<file path="src/rtl/display_pkg.sv">
// display_pkg
// Shared definitions for the multiplexed 7-segment display scanner:
//   - segment patterns (bit0 = a ... bit6 = g, active high)
//   - scan FSM state encoding
//   - slot-length helper and parameter legality check
package display_pkg;

  localparam logic [6:0] SEG_0    = 7'h3F;
  localparam logic [6:0] SEG_1    = 7'h06;
  localparam logic [6:0] SEG_2    = 7'h5B;
  localparam logic [6:0] SEG_3    = 7'h4F;
  localparam logic [6:0] SEG_4    = 7'h66;
  localparam logic [6:0] SEG_5    = 7'h6D;
  localparam logic [6:0] SEG_6    = 7'h7D;
  localparam logic [6:0] SEG_7    = 7'h07;
  localparam logic [6:0] SEG_8    = 7'h7F;
  localparam logic [6:0] SEG_9    = 7'h6F;
  localparam logic [6:0] SEG_DASH = 7'h40;
  localparam logic [6:0] SEG_OFF  = 7'h00;

  // ST_IDLE only exists between reset release and the first edge, so that
  // edge can take the snapshot and open slot 0 of digit 0.
  typedef enum logic [1:0] {
    ST_IDLE,
    ST_DEAD,
    ST_ON
  } scan_state_t;

  function automatic int ticks_per_slot(input int clock_hz, input int refresh_hz);
    return clock_hz / refresh_hz;
  endfunction

  function automatic bit params_legal(input int ticks, input int digits,
                                      input int dead_cycles);
    return (digits >= 1) && (digits <= 8) && (dead_cycles >= 1) &&
           (ticks >= dead_cycles + 2);
  endfunction

endpackage

</file>
<file path="src/rtl/bcd_to_seg7.sv">
// bcd_to_seg7
// Combinational nibble to 7-segment decoder. 0-9 map to their digit
// patterns; A-F are not BCD and are shown as a dash.
// Ports:
//   nibble  in  4  BCD digit
//   seg     out 7  segment pattern, bit0 = a ... bit6 = g
module bcd_to_seg7
  import display_pkg::*;
(
  input  logic [3:0] nibble,
  output logic [6:0] seg
);

  always_comb begin
    case (nibble)
      4'd0:    seg = SEG_0;
      4'd1:    seg = SEG_1;
      4'd2:    seg = SEG_2;
      4'd3:    seg = SEG_3;
      4'd4:    seg = SEG_4;
      4'd5:    seg = SEG_5;
      4'd6:    seg = SEG_6;
      4'd7:    seg = SEG_7;
      4'd8:    seg = SEG_8;
      4'd9:    seg = SEG_9;
      default: seg = SEG_DASH;
    endcase
  end

endmodule

</file>
<file path="src/rtl/display_scan_controller.sv">
// display_scan_controller
// Time-multiplexes one segment bus across DIGITS common-cathode digits.
// A packed BCD word and dot mask are snapshotted once per frame; each digit
// slot is TICKS cycles, starting with DEAD_CYCLES of all cathodes off so the
// segment bus can change without ghosting into the neighbouring digit.
// Ports:
//   Clock         in   1         system clock, rising edge
//   Reset         in   1         asynchronous, active-low reset
//   Bcd_i         in   4*DIGITS  packed BCD, nibble 0 = units
//   Dots_i        in   DIGITS    decimal point request per digit
//   Cathodes_o    out  DIGITS    active-low one-cold digit enable
//   Segments_o    out  8         active-high, bit7 = dp
//   FrameStart_o  out  1         pulse in the cycle the snapshot is taken
module display_scan_controller
  import display_pkg::*;
#(
  parameter int CLOCK_HZ    = 1_000_000,
  parameter int REFRESH_HZ  = 1_000,
  parameter int DIGITS      = 4,
  parameter int DEAD_CYCLES = 2,
  parameter int BLANK_ZEROS = 1
) (
  input  logic                  Clock,
  input  logic                  Reset,
  input  logic [4*DIGITS-1:0]   Bcd_i,
  input  logic [DIGITS-1:0]     Dots_i,
  output logic [DIGITS-1:0]     Cathodes_o,
  output logic [7:0]            Segments_o,
  output logic                  FrameStart_o
);

  localparam int TICKS = ticks_per_slot(CLOCK_HZ, REFRESH_HZ);
  localparam int SW    = $clog2(TICKS);
  localparam int DW    = (DIGITS > 1) ? $clog2(DIGITS) : 1;

  localparam logic [SW-1:0] S_LAST      = SW'(TICKS - 1);
  localparam logic [SW-1:0] S_DEAD_LAST = SW'(DEAD_CYCLES - 1);
  localparam logic [DW-1:0] D_LAST      = DW'(DIGITS - 1);

  if (!params_legal(TICKS, DIGITS, DEAD_CYCLES)) begin : g_bad_params
    $error("display_scan_controller: illegal TICKS/DIGITS/DEAD_CYCLES");
  end

  scan_state_t           state;
  logic [SW-1:0]         s;
  logic [DW-1:0]         d;
  logic [4*DIGITS-1:0]   bcd_q;
  logic [DIGITS-1:0]     dots_q;

  logic                  slot_entry;
  logic                  frame_start;
  logic [DW-1:0]         d_up;
  logic [4*DIGITS-1:0]   src_bcd;
  logic [DIGITS-1:0]     src_dots;
  logic [3:0]            nibble_up;
  logic [6:0]            seg_up;
  logic [DIGITS-1:0]     blank;
  logic                  lead_zero;

  // Edge about to open a new slot, and whether that slot is digit 0.
  assign slot_entry  = (state == ST_IDLE) || (state == ST_ON && s == S_LAST);
  assign frame_start = (state == ST_IDLE) ||
                       (state == ST_ON && s == S_LAST && d == D_LAST);
  assign d_up        = (state == ST_IDLE || d == D_LAST) ? '0 : d + 1'b1;

  // On the snapshot edge bcd_q still holds the old frame, so the first
  // slot's pattern must be decoded straight from the inputs.
  assign src_bcd  = frame_start ? Bcd_i  : bcd_q;
  assign src_dots = frame_start ? Dots_i : dots_q;

  // NOTE: combinational blocks assign a default to every output first, so no
  // path leaves a signal unassigned and no latch is inferred.
  always_comb begin
    nibble_up = src_bcd[4*int'(d_up) +: 4];
    blank     = '0;
    lead_zero = 1'b1;
    // Walk down from the most significant digit; a digit is blanked only
    // while everything above and including it is zero with no dot.
    for (int k = DIGITS - 1; k >= 1; k--) begin
      lead_zero = lead_zero && (src_bcd[4*k +: 4] == 4'd0) && !src_dots[k];
      blank[k]  = lead_zero && (BLANK_ZEROS != 0);
    end
  end

  bcd_to_seg7 u_dec (
    .nibble (nibble_up),
    .seg    (seg_up)
  );

  // NOTE: the snapshot registers are reset along with the control state so
  // the first frame after reset never displays stale data.
  always_ff @(posedge Clock or negedge Reset) begin
    if (!Reset) begin
      state        <= ST_IDLE;
      s            <= '0;
      d            <= '0;
      bcd_q        <= '0;
      dots_q       <= '0;
      Cathodes_o   <= '1;
      Segments_o   <= '0;
      FrameStart_o <= 1'b0;
    end else begin
      // NOTE: sequential state uses non-blocking assignments so every
      // register samples the pre-edge values regardless of statement order.
      FrameStart_o <= frame_start;
      if (frame_start) begin
        bcd_q  <= Bcd_i;
        dots_q <= Dots_i;
      end
      // Segments change only on slot entry, when the cathodes go all-off.
      if (slot_entry) begin
        Segments_o <= {src_dots[d_up], blank[d_up] ? SEG_OFF : seg_up};
      end
      case (state)
        ST_IDLE: begin
          s          <= '0;
          d          <= '0;
          state      <= ST_DEAD;
          Cathodes_o <= '1;
        end
        ST_DEAD: begin
          s <= s + 1'b1;
          if (s == S_DEAD_LAST) begin
            state      <= ST_ON;
            Cathodes_o <= ~(DIGITS'(1) << d);
          end
        end
        ST_ON: begin
          if (s == S_LAST) begin
            s          <= '0;
            d          <= d_up;
            state      <= ST_DEAD;
            Cathodes_o <= '1;
          end else begin
            s <= s + 1'b1;
          end
        end
        default: begin
          state      <= ST_IDLE;
          Cathodes_o <= '1;
        end
      endcase
    end
  end

endmodule

</file>
<file path="config.mk">
export PLATFORM = sky130hd
export DESIGN_NAME = display_scan_controller
export DESIGN_NICKNAME = d
export VERILOG_FILES = /design/src/rtl/display_pkg.sv /design/src/rtl/bcd_to_seg7.sv /design/src/rtl/display_scan_controller.sv
export SDC_FILE = /design/constraint.sdc
export NUM_CORES = 1
export LEC_CHECK = 0
export BUFFER_PORTS_ARGS = -buffer_cell sky130_fd_sc_hd__buf_2
export CORE_MARGIN = 2
export CORE_UTILIZATION = 40
export CTS_CLUSTER_DIAMETER = 40
export DETAILED_ROUTE_END_ITERATION = 6
export SYNTH_ARGS = -nofsm -noshare
export SYNTH_HDL_FRONTEND = slang
export SYNTH_SLANG_ARGS = --single-unit
export TNS_END_PERCENT = 5
</file>
<file path="constraint.sdc">
create_clock -name Clock -period 3.65 [get_ports Clock]
set_clock_uncertainty 0.15 [all_clocks]
set_input_delay 0.365 -clock Clock [delete_from_list [all_inputs] [get_ports Clock]]
set_output_delay 0.365 -clock Clock [all_outputs]
set_load 0.005 [all_outputs]
</file>
==> metrics.md, run 1 <==
| Metric | Value |
|---|---|
| RSZ-0062 raised after global routing | false |
| Via count | 1996 |
| Post-Synthesis Cells | 257 |
| DRC Markers | 0 |
| Compound-Gate Fraction of Synth Area | 0.1395 |
| First DRT Iteration DRCs | 69 |
| Simple-gate share of the synthesized area | 0.2037 |
| Row count | 29 |
| Slew @ Worst Pin | 1057 ps |
| Synthesized flop and latch total | 47 |
| MaxCap Viol Count | 0 |
| Total core area | 6314 sq um |
| Post_cts resized | 0 |
| Post-synthesis cell type count | 50 |
| Post-Syn Area | 2610 sq um |
| CTS tree | yes |
| Longest Clk Path Bufs | 2 |
| Top-Level Pins | 35 |
| Synth Area in XOR/XNOR | 0.01342 |
| Routed Antenna Nets | 0 |
| Post-CTS setup buffer count | 0 |
| Starting Density | 0.4134 |
| Post-synth EDFFs | 0 |
| Multiplexer share of the synthesized area | 0.08581 |
| Initial antenna violation count | 0 |
| CTS sink count | 47 |
| Worst EP arrival | 3260 ps |
| Synth-to-layout area growth | 13.37% |
| I/O Buffers | 34 |
| CP cell instances | inv_1 -> ha_1 -> and4bb_1 -> and4_4 -> nor2_4 -> mux2_2 -> mux2_2 -> nand2_1 -> and2_1 -> ha_1 -> nand2_1 -> o211ai_1 -> a22o_1 |
| Root Driver | clkbuf_8 |
| Pin count of the biggest net entering global routing | 48 |
| Grt total ovfl | 0 |
| Total negative setup slack | 0 ps |
| Critical path class | flip-flop to flip-flop |
| TritonRoute pass-1 iters | 4 |
| Crit path max-delay family | simple AND/OR/NAND/NOR gates |
| Critical Path End Type | flip-flop |
| RePlAce Congestion | 0.8257 |
| Nets | 331 |
| Total CTS buffers | 5 |
| Asr flop ratio synth | 1.000 |
| Largest family of logic cells by synthesized area | simple AND/OR/NAND/NOR gates |
| Status | finished, final reports clean |
| Final hold violation count | 0 |
| Slowest stage delay, CP | 400 ps |
| Final Cycle Share | 0.8812 |
| Max Fclk | 310.9 MHz |
| Vias in the first global route | a little under 2000 |
| Most frequent cells in the layout | 43 x dfrtp_1, 34 x buf_2, 25 x nor2_1, 21 x nand2_1, 15 x mux2_2 |
| Total power | 0.0009635 W |
| Skew-Pair Late Insertion Delay | 310 ps |
| Slew margin rel. | 0.2953 |
| Lkg Pwr | 1.347 nW |
| H-tree depth | 2 |
| Commonest register cell after synthesis | dfrtp_1 |
| Most common cell after layout, fill and taps aside | dfrtp_1 |
| Startpoint Class | flip-flop |
| Post-DP HPWL | 4.192 mm |
| All-Layer GR Usage | 0.1680 |
| Vias per cell | 5.351 |
| Ant. Diodes | 0 |
| Buffers & Inverters on Critical Path | 1 |
| FF-to-FF path depth | 13 |
| Worst-path clk slew | 90 ps |
| Final setup fails | 0 |
| Required @ worst endpoint | approximately 3700 ps |
| Max-slew violations | 0 |
| Post-synthesis net count | 293 |
| Synth Area in Adders | 0.06711 |
| Worst VDD drop | 0.1641 mV |
| First-pass GRT wire length | 9.508 mm |
| Worst path slowest cell | dfrtp_1 |
| Die width | approximately 85 um |
| Max FO, Critical Path | 8 |
| PD cells | between 300 and 400 nW/um^2 |
| Number of cells on the critical path | 13 |
| Mean area per synthesized cell | 10.16 sq um |
| Post-synthesis sequential area ratio | 0.4525 |
| Synth Warn # | 0 |
| Share of layout cells above drive strength 1 | 0.2466 |
| Total Wirelength | between 5 and 6 mm |
| Cts hold-fix bufs | 0 |
| Multi-input logic area | 1330 sq um |
| Die ar. | 7187 sq um |
| Drt wl/cell | between 10 and 15 um |
| Final min period | about 3200 ps |
| Die H | 84.78 um |
| Fillers | 621 |
| FF/Latch Area | 1181 sq um |
| Hold crit path type | input pin to async pin |
-- power breakdown --
part           leakage, nW   total, W  internal (W)  switching, W
clock               0.0474   0.000342      0.000155      0.000187
sequential           0.562   0.000548      0.000538    0.00000971
combinational        0.737  0.0000733     0.0000346     0.0000386
-- worst reg2reg max path: stages (launching register included) --
cell	delay (ps)
dfrtp_1	400
inv_1	80
ha_1	260
and4bb_1	230
and4_4	220
nor2_4	230
mux2_2	390
mux2_2	260
nand2_1	60
and2_1	170
ha_1	240
nand2_1	80
o211ai_1	110
a22o_1	240
-- sequential cells by signal, summed over array words and instances, names as in the netlist --
register and cells:
state 2, dots_q 4, Segments_o 8, bcd_q 16, FrameStart_o 1, d 2
Cathodes_o 4, s 10
-- per-stage QoR --
step                setup slack [ps]  hold WS, ps  std cells  area, sq um    util
finish                         433.7        91.91        373         2959  0.4687
global route                   205.4        137.8        373         2959  0.4687
CTS                            423.1        138.3        373         2959  0.4687
detailed placement             424.3        329.5        365         2860  0.4530
global placement               482.7        326.9        365         2860  0.4530
floorplan                      631.9       -80.59        257         2610       -
-- cells in the mapped netlist, types with 2 or more instances --
cell / number / area (sq um)
dfrtp_1: 43 / 1076
nor2_1: 25 / 93.84
nand2_1: 21 / 78.83
mux2_2: 15 / 168.9
ha_1: 14 / 175.2
inv_1: 14 / 52.55
o21ai_0: 13 / 65.06
a21oi_1: 10 / 50.05
nand3_1: 10 / 50.05
a22o_1: 9 / 78.83
nor3_1: 6 / 30.03
or4_1: 6 / 45.04
and2_1: 5 / 31.28
o211ai_1: 5 / 37.54
dfstp_2: 4 / 105.1
mux2i_1: 4 / 40.04
nand4_1: 4 / 25.02
xor2_1: 3 / 26.28
a211oi_1: 2 / 15.01
a21boi_0: 2 / 15.01
a22oi_1: 2 / 15.01
a311oi_1: 2 / 17.52
and3_1: 2 / 12.51
buf_6: 2 / 22.52
clkbuf_1: 2 / 7.510
nand2b_1: 2 / 12.51
nor2b_1: 2 / 12.51
nor4_1: 2 / 12.51
nor4bb_1: 2 / 20.02
o31ai_1: 2 / 15.01
or2_2: 2 / 12.51
or3_1: 2 / 12.51
-- worst paths after layout --
path                       slack [ps]             to  startpoint
setup reg to reg                  430  Segments_o[3]    state[0]
hold / removal                     90      bcd_q[10]       Reset
setup / recovery                  430  Segments_o[3]    state[0]
hold reg to reg                   340       bcd_q[1]    bcd_q[1]
max in group asynchronous        2610       state[0]       Reset
min in group Clock                150       bcd_q[6]    Bcd_i[6]
-- kinds of logic (layout without fill, tap and decap cells) --
logic type / Yosys count / in the layout
and+or+nand+nor: 100 / 100
AOI/OAI and AO/OA: 51 / 51
DFF: 47 / 47
buffers and inverters: 21 / 60
muxes: 20 / 20
adders and majority gates: 14 / 14
xor gates and xnor gates: 4 / 4
-- cell type report --
cell class              instances  area share
inverters                      14     0.01776
repair buffers                 38     0.06765
well taps                      77     0.03256
multi-input cells             189      0.4495
flip-flops and latches         47      0.3992
clock inverters                 2    0.005497
clock buffers                   6     0.02791
-- routing by layer --
layer,wire [um],up-vias,global-route usage
li1,-,1000,-
met1,2626,949,0.2295
met2,2661,43,0.2684
met3,260,4,0.04425
met4,44,0,0.03896
met5,0,-,0
Note: power is estimated with default switching activity, not from simulation.
==> inputs of run 2 (changes only) <==
==> constraint.sdc (replaced) <==
create_clock -name Clock -period 3.65 [get_ports Clock]
set_clock_uncertainty 0.15 [all_clocks]
set_input_delay 0.1825 -clock Clock [delete_from_list [all_inputs] [get_ports Clock]]
set_output_delay 0.1825 -clock Clock [all_outputs]
set_load 0.005 [all_outputs]
==> metrics.md, run 2 (synthesis gave the netlist of run 1 again) <==
| Metric | Value |
|---|---|
| Synth-to-layout area growth | 18.74% |
| CTS tree | yes |
| Skew-Pair Late Insertion Delay | around 310 ps |
| Hold_sp | Bcd_i[8] |
| Max FO, Critical Path | 8 |
| Placed cells | 365 |
| Failing checks | negative hold slack |
| R2R Path Start | state[0] |
| Hold Path End | bcd_q[8] |
| Worst-path clk slew | around 100 ps |
| Initial antenna violation count | 0 |
| Nets | 345 |
| Final min period | 3216 ps |
| RSZ-0062 raised after global routing | false |
| Worst VDD drop | approximately 0.16 mV |
| Row count | 29 |
| Final setup fails | 0 |
| PD cells | approximately 320 nW/um^2 |
| Total CTS buffers | 5 |
| MaxCap Viol Count | 0 |
| Startpoint Class | flip-flop |
| Top reg by flops | bcd_q |
| Starting Density | 0.4134 |
| Critical path class | flip-flop to flip-flop |
| Worst EP arrival | 3270 ps |
| Slew margin rel. | 0.2919 |
| Longest Clk Path Bufs | 2 |
| Critical Path End Type | flip-flop |
| First-pass GRT wire length | 9.646 mm |
| I/O Buffers | 34 |
| H-tree depth | 2 |
| Flop-to-flop setup slack | ~430 ps |
| Required @ worst endpoint | 3700 ps |
| Die width | between 80 and 90 um |
| CTS sink count | 47 |
| WHS | -0.2008 ps |
| FF-to-FF path depth | 13 |
| Fin cells | 387 |
| Most common cell after layout, fill and taps aside | dfrtp_1 |
| Top-Level Pins | 35 |
| Status | complete, but fails checks |
| Vias per cell | 5.269 |
| Share of layout cells above drive strength 1 | 0.2355 |
| Die ar. | 7187 sq um |
| Pin count of the biggest net entering global routing | 48 |
| Slew @ Worst Pin | 1062 ps |
| Vias in the first global route | between 1500 and 2000 |
| Grt total ovfl | 0 |
| Post-DP HPWL | between 4 and 5 mm |
| Root Driver | clkbuf_8 |
| DRC Markers | 0 |
| Final Cycle Share | 0.8812 |
| Reg2reg end | Segments_o[3] |
| Largest regs | bcd_q: 16 flops, s: 10 flops, Segments_o: 8 flops |
| RePlAce Congestion | 0.8257 |
| TritonRoute pass-1 iters | 4 |
| Via count | 2039 |
| Lkg Pwr | 1.405 nW |
| Drt wl/cell | 14.92 um |
| Routed Antenna Nets | 0 |
| Fillers | a little over 600 |
| Most frequent cells in the layout | 43 x dfrtp_1, 34 x buf_2, 25 x nor2_1, 21 x nand2_1, 15 x mux2_2 |
| All-Layer GR Usage | 0.1705 |
| Total core area | about 6300 sq um |
| Core Util, Final | 0.4909 |
| Total Wirelength | roughly 5.8 mm |
| Worst Hold Depth | 2 |
| Max Fclk | 310.9 MHz |
| Hold crit path type | input pin to flip-flop |
| Total negative setup slack | 0 ps |
| Die H | 84.78 um |
| Max-slew violations | 0 |
| Max reg flops | 16 |
| Ant. Diodes | 0 |
| First DRT Iteration DRCs | 84 |
| Final hold violation count | 1 |
==> run 2: layout make-up <==
cell class,count,area [sq um],share of cell area
tap,77,96.34,0.03109
inverter,14,52.55,0.01696
sequential,47,1181,0.3811
multi-input combinational,189,1330,0.4291
timing repair buffer,52,340.3,0.1098
clock inverter,2,16.27,0.005248
clock buffer,6,82.58,0.02665
==> run 2: worst max path at each step <==
stage	endpoint	startpoint	slack, ps	depth (start not counted)
after floorplan	Segments_o[0]	state[0]	630	15
after global placement	Segments_o[0]	d[1]	480	13
after detailed placement	Segments_o[0]	state[0]	420	14
after CTS	Segments_o[0]	state[0]	420	14
after global routing	Segments_o[0]	state[0]	210	14
final	Segments_o[3]	state[0]	430	13
==> run 2: report_power, final <==
group	internal, W	leakage (nW)	switching [W]
Clock	0.000155	0.0474	0.000189
Sequential	0.000538	0.562	0.00000982
Combinational	0.0000443	0.796	0.0000405
Total	0.000738	1.41	0.000240
==> run 2: metrics by stage <==
step,instance area [sq um],total power [W],setup slack (ps)
after floorplan,2610,0.0005918,631.9
after global placement,2860,0.0006329,482.7
after detailed placement,2860,0.0006334,424.3
after CTS,3079,0.0009860,423.1
after global routing,3099,0.001023,205.6
final,3099,0.0009772,433.7
==> run 2: timing repair <==
item	4_1_cts	5_1_grt
endpoints found under the setup margin	0	0
setup buffers	0	0
gates resized for setup	0	0
endpoints found under the hold margin	54	2
hold buffers	12	2
==> run 2: layer usage <==
metal	global-route usage	vias to the layer above	wire [um]	part of all wire
met5	0	-	0	0
met4	0.03896	0	53	0.0092
met3	0.04228	4	242	0.042
met2	0.2785	35	2732	0.47
met1	0.2295	973	2746	0.48
li1	-	1027	-	-
==> run 2: worst max-delay path, cell delays in order, from the launching register on <==
cell      delay [ps]
dfrtp_1          400
inv_1             80
ha_1             260
and4bb_1         230
and4_4           220
nor2_4           230
mux2_2           380
mux2_2           260
nand2_1           60
and2_1           170
ha_1             240
nand2_1           80
o211ai_1         110
a22o_1           240
